<file path="config.mk">
export PLATFORM = sky130hd
export DESIGN_NAME = regfile_wb_arbiter
export DESIGN_NICKNAME = d
export VERILOG_FILES = /design/src/rtl/tejas_pkg.sv /design/src/rtl/rr_arbiter.sv /design/src/rtl/regfile_wb_arbiter.sv
export SDC_FILE = /design/constraint.sdc
export NUM_CORES = 1
export LEC_CHECK = 0
export CORE_ASPECT_RATIO = 1.5
export CORE_MARGIN = 5
export CORE_UTILIZATION = 39
export CTS_CLUSTER_SIZE = 14
export DETAILED_ROUTE_END_ITERATION = 10
export GPL_ROUTABILITY_DRIVEN = 1
export PLACE_DENSITY_LB_ADDON = 0.2
export SYNTH_ARGS = -nofsm -noshare
export SYNTH_HDL_FRONTEND = slang
export SYNTH_SLANG_ARGS = --single-unit
</file>
<file path="constraint.sdc">
create_clock -name clock -period 3.5 [get_ports clock]
set_clock_uncertainty 0.15 [all_clocks]
set_input_delay 0.7 -clock clock [delete_from_list [all_inputs] [get_ports clock]]
set_output_delay 0.7 -clock clock [all_outputs]
set_load 0.01 [all_outputs]
</file>
<file path="src/rtl/tejas_pkg.sv">
// rtl/tejas_pkg.sv - shared core constants for the writeback path
//
// Purpose: datapath width, register address width and the fixed
//          writeback requester indices used by the register file arbiter.
// Ports:   none (package).
package tejas_pkg;

   localparam int XLEN       = 32;
   localparam int REG_ADDR_W = 5;

   // Writeback requester slots; the index is also the arbiter port number.
   localparam int WB_ALU = 0;
   localparam int WB_LSU = 1;
   localparam int WB_CSR = 2;

endpackage

</file>
<file path="src/rtl/rr_arbiter.sv">
// rtl/rr_arbiter.sv - combinational round-robin one-hot grant
//
// Purpose: picks the first asserted request at or after ptr, wrapping
//          modulo NREQ. Holds no state; the pointer register lives in the
//          parent.
// Ports:   req [NREQ]  - request vector
//          ptr [PTR_W] - index that has highest priority this cycle
//          gnt [NREQ]  - one-hot grant, all-zero when req is all-zero
module rr_arbiter #(
   parameter  int NREQ  = 3,
   localparam int PTR_W = (NREQ > 1) ? $clog2(NREQ) : 1
) (
   input  logic [NREQ-1:0]  req,
   input  logic [PTR_W-1:0] ptr,
   output logic [NREQ-1:0]  gnt
);

   logic [NREQ-1:0] mask;
   logic [NREQ-1:0] req_hi;

   // Requests at or above ptr are searched first; if none exist the search
   // wraps to the lowest-indexed request overall. x & (~x + 1) isolates the
   // lowest set bit.
   always_comb begin
      mask = '0;
      for (int i = 0; i < NREQ; i++) begin
         mask[i] = (PTR_W'(i) >= ptr);
      end
      req_hi = req & mask;
      if (|req_hi) begin
         gnt = req_hi & (~req_hi + NREQ'(1));
      end else begin
         gnt = req & (~req + NREQ'(1));
      end
   end

endmodule

</file>
<file path="src/rtl/regfile_wb_arbiter.sv">
// rtl/regfile_wb_arbiter.sv - round-robin writeback arbiter for the register file write port
//
// Purpose: shares the single register file write port among NREQ writeback
//          requesters (0 = ALU, 1 = LSU, 2 = CSR). The winner of each cycle
//          is registered into one output stage that drives the write port on
//          the following cycle. Writes to x0 complete their handshake but are
//          never written.
// Config:  WB_ARB_FWD_EN - adds two read ports that bypass the staged write
//          to readers in the cycle it is being written.
// Ports:   clock, resetn           - clock, asynchronous active-low reset
//          req_valid [NREQ]        - requester i holds a write
//          req_rd    [NREQ*5]      - destination per requester, i at [5i+4:5i]
//          req_data  [NREQ*XLEN]   - write data per requester, packed likewise
//          req_ready [NREQ]        - one-hot grant
//          rf_we, rf_rd_addr, rf_rd_data - register file write port
//          busy                    - output stage holds a valid write
//          fwd_rsK_addr/in/out     - forwarding read ports (WB_ARB_FWD_EN only)
module regfile_wb_arbiter
   import tejas_pkg::*;
#(
   parameter int NREQ = 3,
   parameter int XLEN = tejas_pkg::XLEN
) (
   input  logic                         clock,
   input  logic                         resetn,
   input  logic [NREQ-1:0]              req_valid,
   input  logic [NREQ*REG_ADDR_W-1:0]   req_rd,
   input  logic [NREQ*XLEN-1:0]         req_data,
   output logic [NREQ-1:0]              req_ready,
   output logic                         rf_we,
   output logic [REG_ADDR_W-1:0]        rf_rd_addr,
   output logic [XLEN-1:0]              rf_rd_data,
   output logic                         busy
`ifdef WB_ARB_FWD_EN
   ,
   input  logic [REG_ADDR_W-1:0]        fwd_rs1_addr,
   input  logic [REG_ADDR_W-1:0]        fwd_rs2_addr,
   input  logic [XLEN-1:0]              fwd_rs1_in,
   input  logic [XLEN-1:0]              fwd_rs2_in,
   output logic [XLEN-1:0]              fwd_rs1_out,
   output logic [XLEN-1:0]              fwd_rs2_out
`endif
);

   localparam int PTR_W = (NREQ > 1) ? $clog2(NREQ) : 1;

   logic [PTR_W-1:0]      ptr_q, ptr_d;
   logic                  stg_valid_q, stg_valid_d;
   logic [REG_ADDR_W-1:0] stg_rd_q, stg_rd_d;
   logic [XLEN-1:0]       stg_data_q, stg_data_d;

   logic [NREQ-1:0]       gnt;
   logic                  any_gnt;
   logic [PTR_W-1:0]      gnt_idx;
   logic [REG_ADDR_W-1:0] sel_rd;
   logic [XLEN-1:0]       sel_data;

   rr_arbiter #(
      .NREQ (NREQ)
   ) u_rr_arbiter (
      .req (req_valid),
      .ptr (ptr_q),
      .gnt (gnt)
   );

   assign req_ready = gnt;

   // gnt is one-hot, so a last-match loop is an exact select.
   always_comb begin
      any_gnt  = |gnt;
      gnt_idx  = '0;
      sel_rd   = '0;
      sel_data = '0;
      for (int i = 0; i < NREQ; i++) begin
         if (gnt[i]) begin
            gnt_idx  = PTR_W'(i);
            sel_rd   = req_rd[i*REG_ADDR_W +: REG_ADDR_W];
            sel_data = req_data[i*XLEN +: XLEN];
         end
      end
   end

   // The register file never back-pressures, so the stage is refilled (or
   // emptied) every cycle. Payload is held when idle to avoid needless toggling.
   always_comb begin
      ptr_d       = ptr_q;
      stg_valid_d = any_gnt;
      stg_rd_d    = stg_rd_q;
      stg_data_d  = stg_data_q;
      if (any_gnt) begin
         ptr_d      = (gnt_idx == PTR_W'(NREQ - 1)) ? '0 : gnt_idx + PTR_W'(1);
         stg_rd_d   = sel_rd;
         stg_data_d = sel_data;
      end
   end

   always_ff @(posedge clock or negedge resetn) begin
      if (!resetn) begin
         ptr_q       <= '0;
         stg_valid_q <= 1'b0;
         stg_rd_q    <= '0;
         stg_data_q  <= '0;
      end else begin
         ptr_q       <= ptr_d;
         stg_valid_q <= stg_valid_d;
         stg_rd_q    <= stg_rd_d;
         stg_data_q  <= stg_data_d;
      end
   end

   // x0 is hardwired zero: the write is consumed but suppressed here.
   assign rf_we      = stg_valid_q & (stg_rd_q != '0);
   assign rf_rd_addr = stg_rd_q;
   assign rf_rd_data = stg_data_q;
   assign busy       = stg_valid_q;

`ifdef WB_ARB_FWD_EN
   // Bypass the staged write to readers during the cycle it is written.
   always_comb begin
      fwd_rs1_out = fwd_rs1_in;
      fwd_rs2_out = fwd_rs2_in;
      if (rf_we && (stg_rd_q == fwd_rs1_addr)) begin
         fwd_rs1_out = stg_data_q;
      end
      if (rf_we && (stg_rd_q == fwd_rs2_addr)) begin
         fwd_rs2_out = stg_data_q;
      end
   end
`endif

endmodule

</file>
**Word-level counts from Yosys, hierarchy flattened**

Index checks and enable logic that the tools add are counted.

- Input bits: 116
- Bits in registers: 40
- Output and inout port bits: 42
- Word-level logic and storage cells: 30

- Eq/ne operators: 1
- Bitwise gates (word level): 6
- Reduce and logical (&&, ||, !) cells: 3
- Magnitude comparators: 3
- Mux-type cells: 10
- Add/sub/neg operators: 3

Operators by type and width:

| cell | number |
|---|---|
| 32-bit 2-to-1 mux | 3 |
| 5-bit 2-to-1 mux | 3 |
| 3-bit AND | 3 |
| 3-bit by 1-bit adder with 3-bit output, second input constant | 2 |
| 3-bit inverter | 2 |
| 3-bit OR reduction | 2 |
| 5-bit nonzero test | 1 |
| 1-bit by 2-bit greater-or-equal comparator with 1-bit output, first input constant | 2 |
| 2-bit 2-to-1 mux | 2 |
| 3-bit 2-to-1 mux | 1 |
| 2-bit by 1-bit adder with 2-bit output, second input constant | 1 |
| 2-bit equality test, second input constant | 1 |
| 2-bit greater-or-equal comparator, first input constant | 1 |
| 1-bit AND | 1 |
| 1-bit 2-to-1 mux | 1 |

**Longest topological paths before layout**

- Word-level depth: 10
- Depth in mapped cells: 6
- Depth with buffers taken out: 4

**By module**

Synthesis repeated with hierarchy kept, for this count alone.

- Cells, all modules: 193
- Area, all modules: 2035.7 um2

By module, submodules not included:

| module | seq. area each (um2) | times used | cells each | area each (um2) |
|---|---|---|---|---|
| regfile_wb_arbiter | 1001.0 | 1 | 183 | 1964.4 |
| rr_arbiter | 0.0 | 1 | 10 | 71.3 |

**Worst setup path before layout**

No wires, ideal clock.

- Kind: input to output
- Start point: in req_valid[0]
- End point: out req_ready[2]
- Arrival: 1517 ps
- Path slack: 1133 ps
- Required time: 2650 ps
- Stages on the path: 5
- Path through: inv_2 o211a_1 buf_4 clkbuf_2 or2_1

- Longest elaborated chain between the ends: 5
- Elaborated cells on any way between the ends: 9
- Classes of those cells: 2 x add/sub; 1 x mux; 5 x bitwise; 1 x reduce/logical

RTL lines:

| what | RTL line | text |
|---|---|---|
| from (decl) | regfile_wb_arbiter.sv:26 | `input logic [NREQ-1:0] req_valid,` |
| 3-bit AND | rr_arbiter.sv:29 | `req_hi = req & mask;` |
| 3-bit inverter | rr_arbiter.sv:31 | `gnt = req_hi & (~req_hi + NREQ'(1));` |
| 3-bit by 1-bit adder with 3-bit output | rr_arbiter.sv:31 |  |
| 3-bit AND | rr_arbiter.sv:31 |  |
| 3-bit 2-to-1 mux (*) | rr_arbiter.sv:30 | `if (\|req_hi) begin` |
| to (decl) | regfile_wb_arbiter.sv:29 | `output logic [NREQ-1:0] req_ready,` |

Every way passes the cells marked *; elsewhere a longest branch is shown, timed or not.

**Final worst setup path**

- Start point: in req_valid[1]
- End point: out req_ready[0]

- Longest elaborated chain between the ends: 3

RTL lines:

| what | RTL line |
|---|---|
| 3-bit AND | rr_arbiter.sv:29 |
| 3-bit OR reduction | rr_arbiter.sv:30 |
| 3-bit 2-to-1 mux | rr_arbiter.sv:30 |

No other way between the ends.

==> results.toml <==
[logic_synthesis]
synth_cells = 235
syn_avg_cell_area_um2 = 9.93
netlist_area_um2 = 2330
yosys.area.top_type = "dfrtp_1"
synth_cell_types = 29
synth_flop_cell = "dfrtp_1"
ys_seq_area_frac = 0.429
synth_seq_cells = 40
synthTopCellsByCount = "dfrtp_1, a32oi_1, nand2_1, o21ai_0, o211ai_2"
syn-num-nets = 351
yosysTopAreaCellShare = 0.429
synth_edf_count = 0
synth.area.top_cells = "dfrtp_1, a32oi_1, o211ai_2, o21ai_0, nand2_1"
synth_warnings = 0
synthMostInstantiatedCell = "dfrtp_1"
async_flop_share = 1.00

[worst_setup_path]
path_common_cell = "clkdlybuf4s50_1"
crit_path_end_kind = "output port"
crit_chain = "clkdlybuf4s50_1 -> or2_2 -> a211oi_1 -> clkdlybuf4s50_1"
crit_path_start_kind = "primary input"
arrival_ps = 2430
cpMaxStageDelayCell = "clkdlybuf4s50_1"
required_ps = 2650
slowest_delay_ps = 600
path_class = "primary input to output port"
worstPathMaxFanout = 3

[pwr]
peakVddDrop_uv = 309
cellPowerDensity_nw_per_um2 = 401
power_mw = 1.62
p_leak_nw = 1.52

[timing]
relSlewSlack = 0.396
timing.hold.ws_ps = 350
tightest_slew_ps = 905
fin_ws_ps = 218
setup_viol = 0
max_clock_freq_ghz = 0.305
rsz0062_at_grt = "false"
hold_violations = 0
slew_viol_final = 0
period_minus_slack_ps = 3280
setup_tns_ps = 0
post-route-period-util = 0.938

[routing]
drc = 0
first_pass_iters = 4
drt_iter0_markers = 145
wl_per_cell_um = 17.6
viasPerCell = 5.45
vias = 2470
ant_nets = 0
routed_wirelength_um = 7950

[die]
die-area_um2 = 7660
core_area_um2 = 5830
rows = 34
die_w_um = 73.2
die_h_um = 105
start_util = 0.400
io_pins = 158

[status]
outcome = "completed"

[clocking]
clock_path_buffers = 2
hold_buffers = 0
clk_pin_slew_worst_paths_ps = 80
cts_resized = 0
ctsHtreeMaxLevel = 2
clock-sinks = 40
cts_buffers = 5
cts_tree = "done"
cts-root-buf = "clkbuf_8"
postCtsSetupRepairBufs = 0
clk_latency_ps = 280

[place]
dp_cells = 445
io_buffers = 157
dp_hpwl_um = 6050
placed_cell_area_um2 = 3900
gp_congestion = 0.775
dp_slack_ps = 231

[layout]
fin_util = 0.691
nets = 496
stdcell_area_um2 = 4030
antennaDiodeCount = 0
drive_above_1_share = 0.115
instances_no_fill = 453
area_growth_pct = 72.6

[global_route]
grt_use_total = 0.208
first_global_vias = 2544
grt_max_degree = 43
antenna_found_initial = 0
grt_pass1_wl_um = 12700
grt-ovfl-total = 0

[run]
maxCapViolations = 0

[hold_path]
worstHoldPathType = "flop to flop"
-- power by group --
| part | total (mW) | internal (mW) | switching [mW] |
|---|---|---|---|
| clock network | 0.408 | 0.252 | 0.157 |
| registers | 0.590 | 0.544 | 0.0464 |
| logic | 0.617 | 0.355 | 0.262 |
| total | 1.62 | 1.15 | 0.465 |
-- sequential cells by signal (all words and copies together), names as in the netlist --
register / cells
rf_rd_data: 32
ptr_q: 2
rf_rd_addr: 5
busy: 1
-- layout make-up --
cell class              instances  area (um^2)
clock inverters                 1         30.0
multi-input cells             164         1160
fillers                       497         1800
inverters                       3         11.3
repair buffers                166         1630
well taps                      72         90.1
clock buffers                   7         96.3
flip-flops and latches         40         1000
-- worst max-delay path: cells and delay by family --
family          cells  cell delay [ps]
simple gates        1              370
compound gates      1              330
buf+inv             2             1040
-- metal layers --
| layer | global-route usage | wire length [um] |
|---|---|---|
| met5 | 0 | 0 |
| met4 | 0.0739 | 113 |
| met1 | 0.229 | 2930 |
| met2 | 0.380 | 4350 |
| met3 | 0.0423 | 559 |
-- logic make-up after synthesis --
| family | synth area share |
|---|---|
| flops | 0.429 |
| compound gates | 0.412 |
| simple gates | 0.0837 |
| buf+inv | 0.0756 |
-- worst paths after layout --
kind | to | slack, ps | start | depth (start not counted)
worst max-delay path | req_ready[0] | 220 | req_valid[1] | 4
worst min-delay path | rf_rd_data[15]$_DFFE_PN0P_ | 350 | rf_rd_data[15]$_DFFE_PN0P_ | 2
worst max register to register | rf_rd_data[1]$_DFFE_PN0P_ | 1620 | ptr_q[1]$_DFFE_PN0P_ | 6
worst min register to register | rf_rd_data[15]$_DFFE_PN0P_ | 350 | rf_rd_data[15]$_DFFE_PN0P_ | 2
max in group asynchronous | rf_rd_data[31]$_DFFE_PN0P_ | 2250 | resetn | 1
min in group asynchronous | rf_rd_addr[1]$_DFFE_PN0P_ | 400 | resetn | 1
-- cells in the final DEF, fill, tap and decap left out, types with 2 or more instances in the layout --
cell             synthesis  layout
clkbuf_8                 0       7
nand2_1                 37      37
buf_4                    2       9
o211ai_2                20      20
o21ai_0                 37      37
inv_1                    2       2
o21a_1                   3       3
o211ai_1                17      17
a32oi_1                 37      37
dfrtp_1                 40      40
clkdlybuf4s50_1          0     156
Note: power is estimated with default switching activity, not from simulation.
==> RTL edit (same flow settings) <==
The option `WB_ARB_FWD_EN` is turned on by a define.
--- a/src/rtl/regfile_wb_arbiter.sv
+++ b/src/rtl/regfile_wb_arbiter.sv
@@ -16,4 +16,6 @@
 //          busy                    - output stage holds a valid write
 //          fwd_rsK_addr/in/out     - forwarding read ports (WB_ARB_FWD_EN only)
+`define WB_ARB_FWD_EN
+
 module regfile_wb_arbiter
    import tejas_pkg::*;
Interface: changed (6 added); port bits go from 158 to 296. The function was not compared with the original's and may differ.
==> RTL edit against the original RTL <==
  * Wire length is 100% higher
  * Area after synthesis rose by 43%
  * Hold slack better by 0.056 ns
  * Final area grew 69%
  * Total power up 43%
  * Synthesized cell count increased by 36%
  * Combinational power rose by 75%
  * Global-route usage is 7.3 points higher
  * Register-to-register slack worse by 0.31 ns
  * Sequential cell count is the same
  * Setup slack lost 0.19 ns
==> RTL edit: results (changes against the original RTL) <==
<table>
<tr><th>Metric</th><th>Value</th></tr>
<tr><th colspan="2">Outcome</th></tr>
<tr><td>Status</td><td>completed (unchanged)</td></tr>
<tr><th colspan="2">Final layout</th></tr>
<tr><td>Layout fillers</td><td>537 (was 497)</td></tr>
<tr><td>Final-stage net count</td><td>817 (was 496)</td></tr>
<tr><td>Proportion of layout cells with a drive suffix above 1</td><td>20.9% (was 11.5%)</td></tr>
<tr><th colspan="2">Synthesis</th></tr>
<tr><td>Average footprint of a synthesized cell</td><td>10.4 µm² (was 9.93 µm²)</td></tr>
<tr><td>Cell variety after synth</td><td>28 (was 29)</td></tr>
<tr><td>Proportion of synthesized area in mux cells</td><td>28.4% (was 0%)</td></tr>
<tr><td>Leading post-synthesis cells by instance count</td><td>sky130_fd_sc_hd__mux2_4 (60), sky130_fd_sc_hd__dfrtp_1 (40), sky130_fd_sc_hd__o21ai_0 (38) (was sky130_fd_sc_hd__dfrtp_1 (40), sky130_fd_sc_hd__a32oi_1 (37), sky130_fd_sc_hd__nand2_1 (37), sky130_fd_sc_hd__o21ai_0 (37), sky130_fd_sc_hd__o211ai_2 (20))</td></tr>
<tr><td>Post-Synth XOR/XNOR Area</td><td>2.63% (was 0%)</td></tr>
<tr><td>Synth top area share</td><td>30.1% (was 42.9%)</td></tr>
<tr><td>Complex-gate fraction of the synthesized area</td><td>25.7% (was 41.2%)</td></tr>
<tr><th colspan="2">Power and ir drop</th></tr>
<tr><td>Leak Pwr</td><td>2.77 nW (was 1.52 nW)</td></tr>
<tr><td>Highest ir drop seen on vdd</td><td>0.000226 V (was 0.000309 V)</td></tr>
<tr><th colspan="2">Route</th></tr>
<tr><td>Number of iterations in the first detailed-routing pass</td><td>5 (was 4)</td></tr>
<tr><td>Total wire length</td><td>16.3 mm (was 7.95 mm)</td></tr>
<tr><th colspan="2">Clock tree</th></tr>
<tr><td>CTS root buffer</td><td>sky130_fd_sc_hd__clkbuf_16 (was sky130_fd_sc_hd__clkbuf_8)</td></tr>
<tr><th colspan="2">Place</th></tr>
<tr><td>GP Congestion</td><td>0.863 (was 0.775)</td></tr>
<tr><td>Dpl cell area</td><td>6500 µm² (was 3900 µm²)</td></tr>
<tr><td>Number of placed cells counting well taps</td><td>712 (was 445)</td></tr>
<tr><td>Detailed placement HPWL</td><td>12.4 mm (was 6.05 mm)</td></tr>
<tr><td>Placement Setup Slack</td><td>-0.213 ns (was 0.231 ns)</td></tr>
<tr><th colspan="2">Timing</th></tr>
<tr><td>Slew at the pin with the worst max-slew slack</td><td>0.937 ns (was 0.905 ns)</td></tr>
<tr><th colspan="2">Global route</th></tr>
<tr><td>Wire length of the first global-routing pass</td><td>23.0 mm (was 12.7 mm)</td></tr>
<tr><td>Maximum number of pins on one net before global-route repair</td><td>63 (was 43)</td></tr>
<tr><td>Number of global-route vias before repair</td><td>4205 (was 2544)</td></tr>
</table>
-- RTL edit: per-layer routing --
layer | vias to the layer above | track usage (%)
met4 | 0 | 8.91
li1 | 1848 | -
met3 | 36 | 6.47
met5 | - | 0
met2 | 222 | 52.0
met1 | 1985 | 31.5
-- RTL edit: layout make-up --
class | count | share of cell area (%)
Timing Repair Buffer | 334 | 48.2
Multi-Input combinational cell | 242 | 32.1
Sequential cell | 40 | 14.7
Tap cell | 107 | 1.97
Clock buffer | 5 | 1.84
Clock inverter | 2 | 0.882
Inverter | 4 | 0.221
-- RTL edit: power groups by stage --
| stage | Combinational [mW] | Clock (mW) | Sequential, mW |
|---|---|---|---|
| floorplan | 0.404 | 0 | 0.670 |
| detailed placement | 1.09 | 0 | 0.656 |
| finish | 1.08 | 0.583 | 0.650 |
| global placement | 1.06 | 0 | 0.651 |
| CTS | 1.06 | 0.592 | 0.648 |
| global route | 1.15 | 0.607 | 0.664 |
-- RTL edit: worst paths after layout --
path / from / slack [ns] / cells past startpoint / end
max: fwd_rs2_addr[0] / 0.02 / 8 / fwd_rs2_out[25]
min: ptr_q[0] / 0.41 / 1 / ptr_q[0]
max reg2reg: ptr_q[1] / 1.31 / 6 / rf_rd_addr[2]
min reg2reg: ptr_q[0] / 0.41 / 1 / ptr_q[0]
max in group asynchronous: resetn / 2.21 / 1 / rf_rd_data[21]
min in group asynchronous: resetn / 0.42 / 1 / rf_rd_data[8]
-- RTL edit: repair_timing --
item / CTS / global route
endpoints found under the setup margin: 63 / 56
gates resized for setup: 77 / 18
buffers inserted: 4 / 9
endpoints found under the hold margin: 0 / 0
pin swaps: 2 / 1
gates cloned: 1 / 3
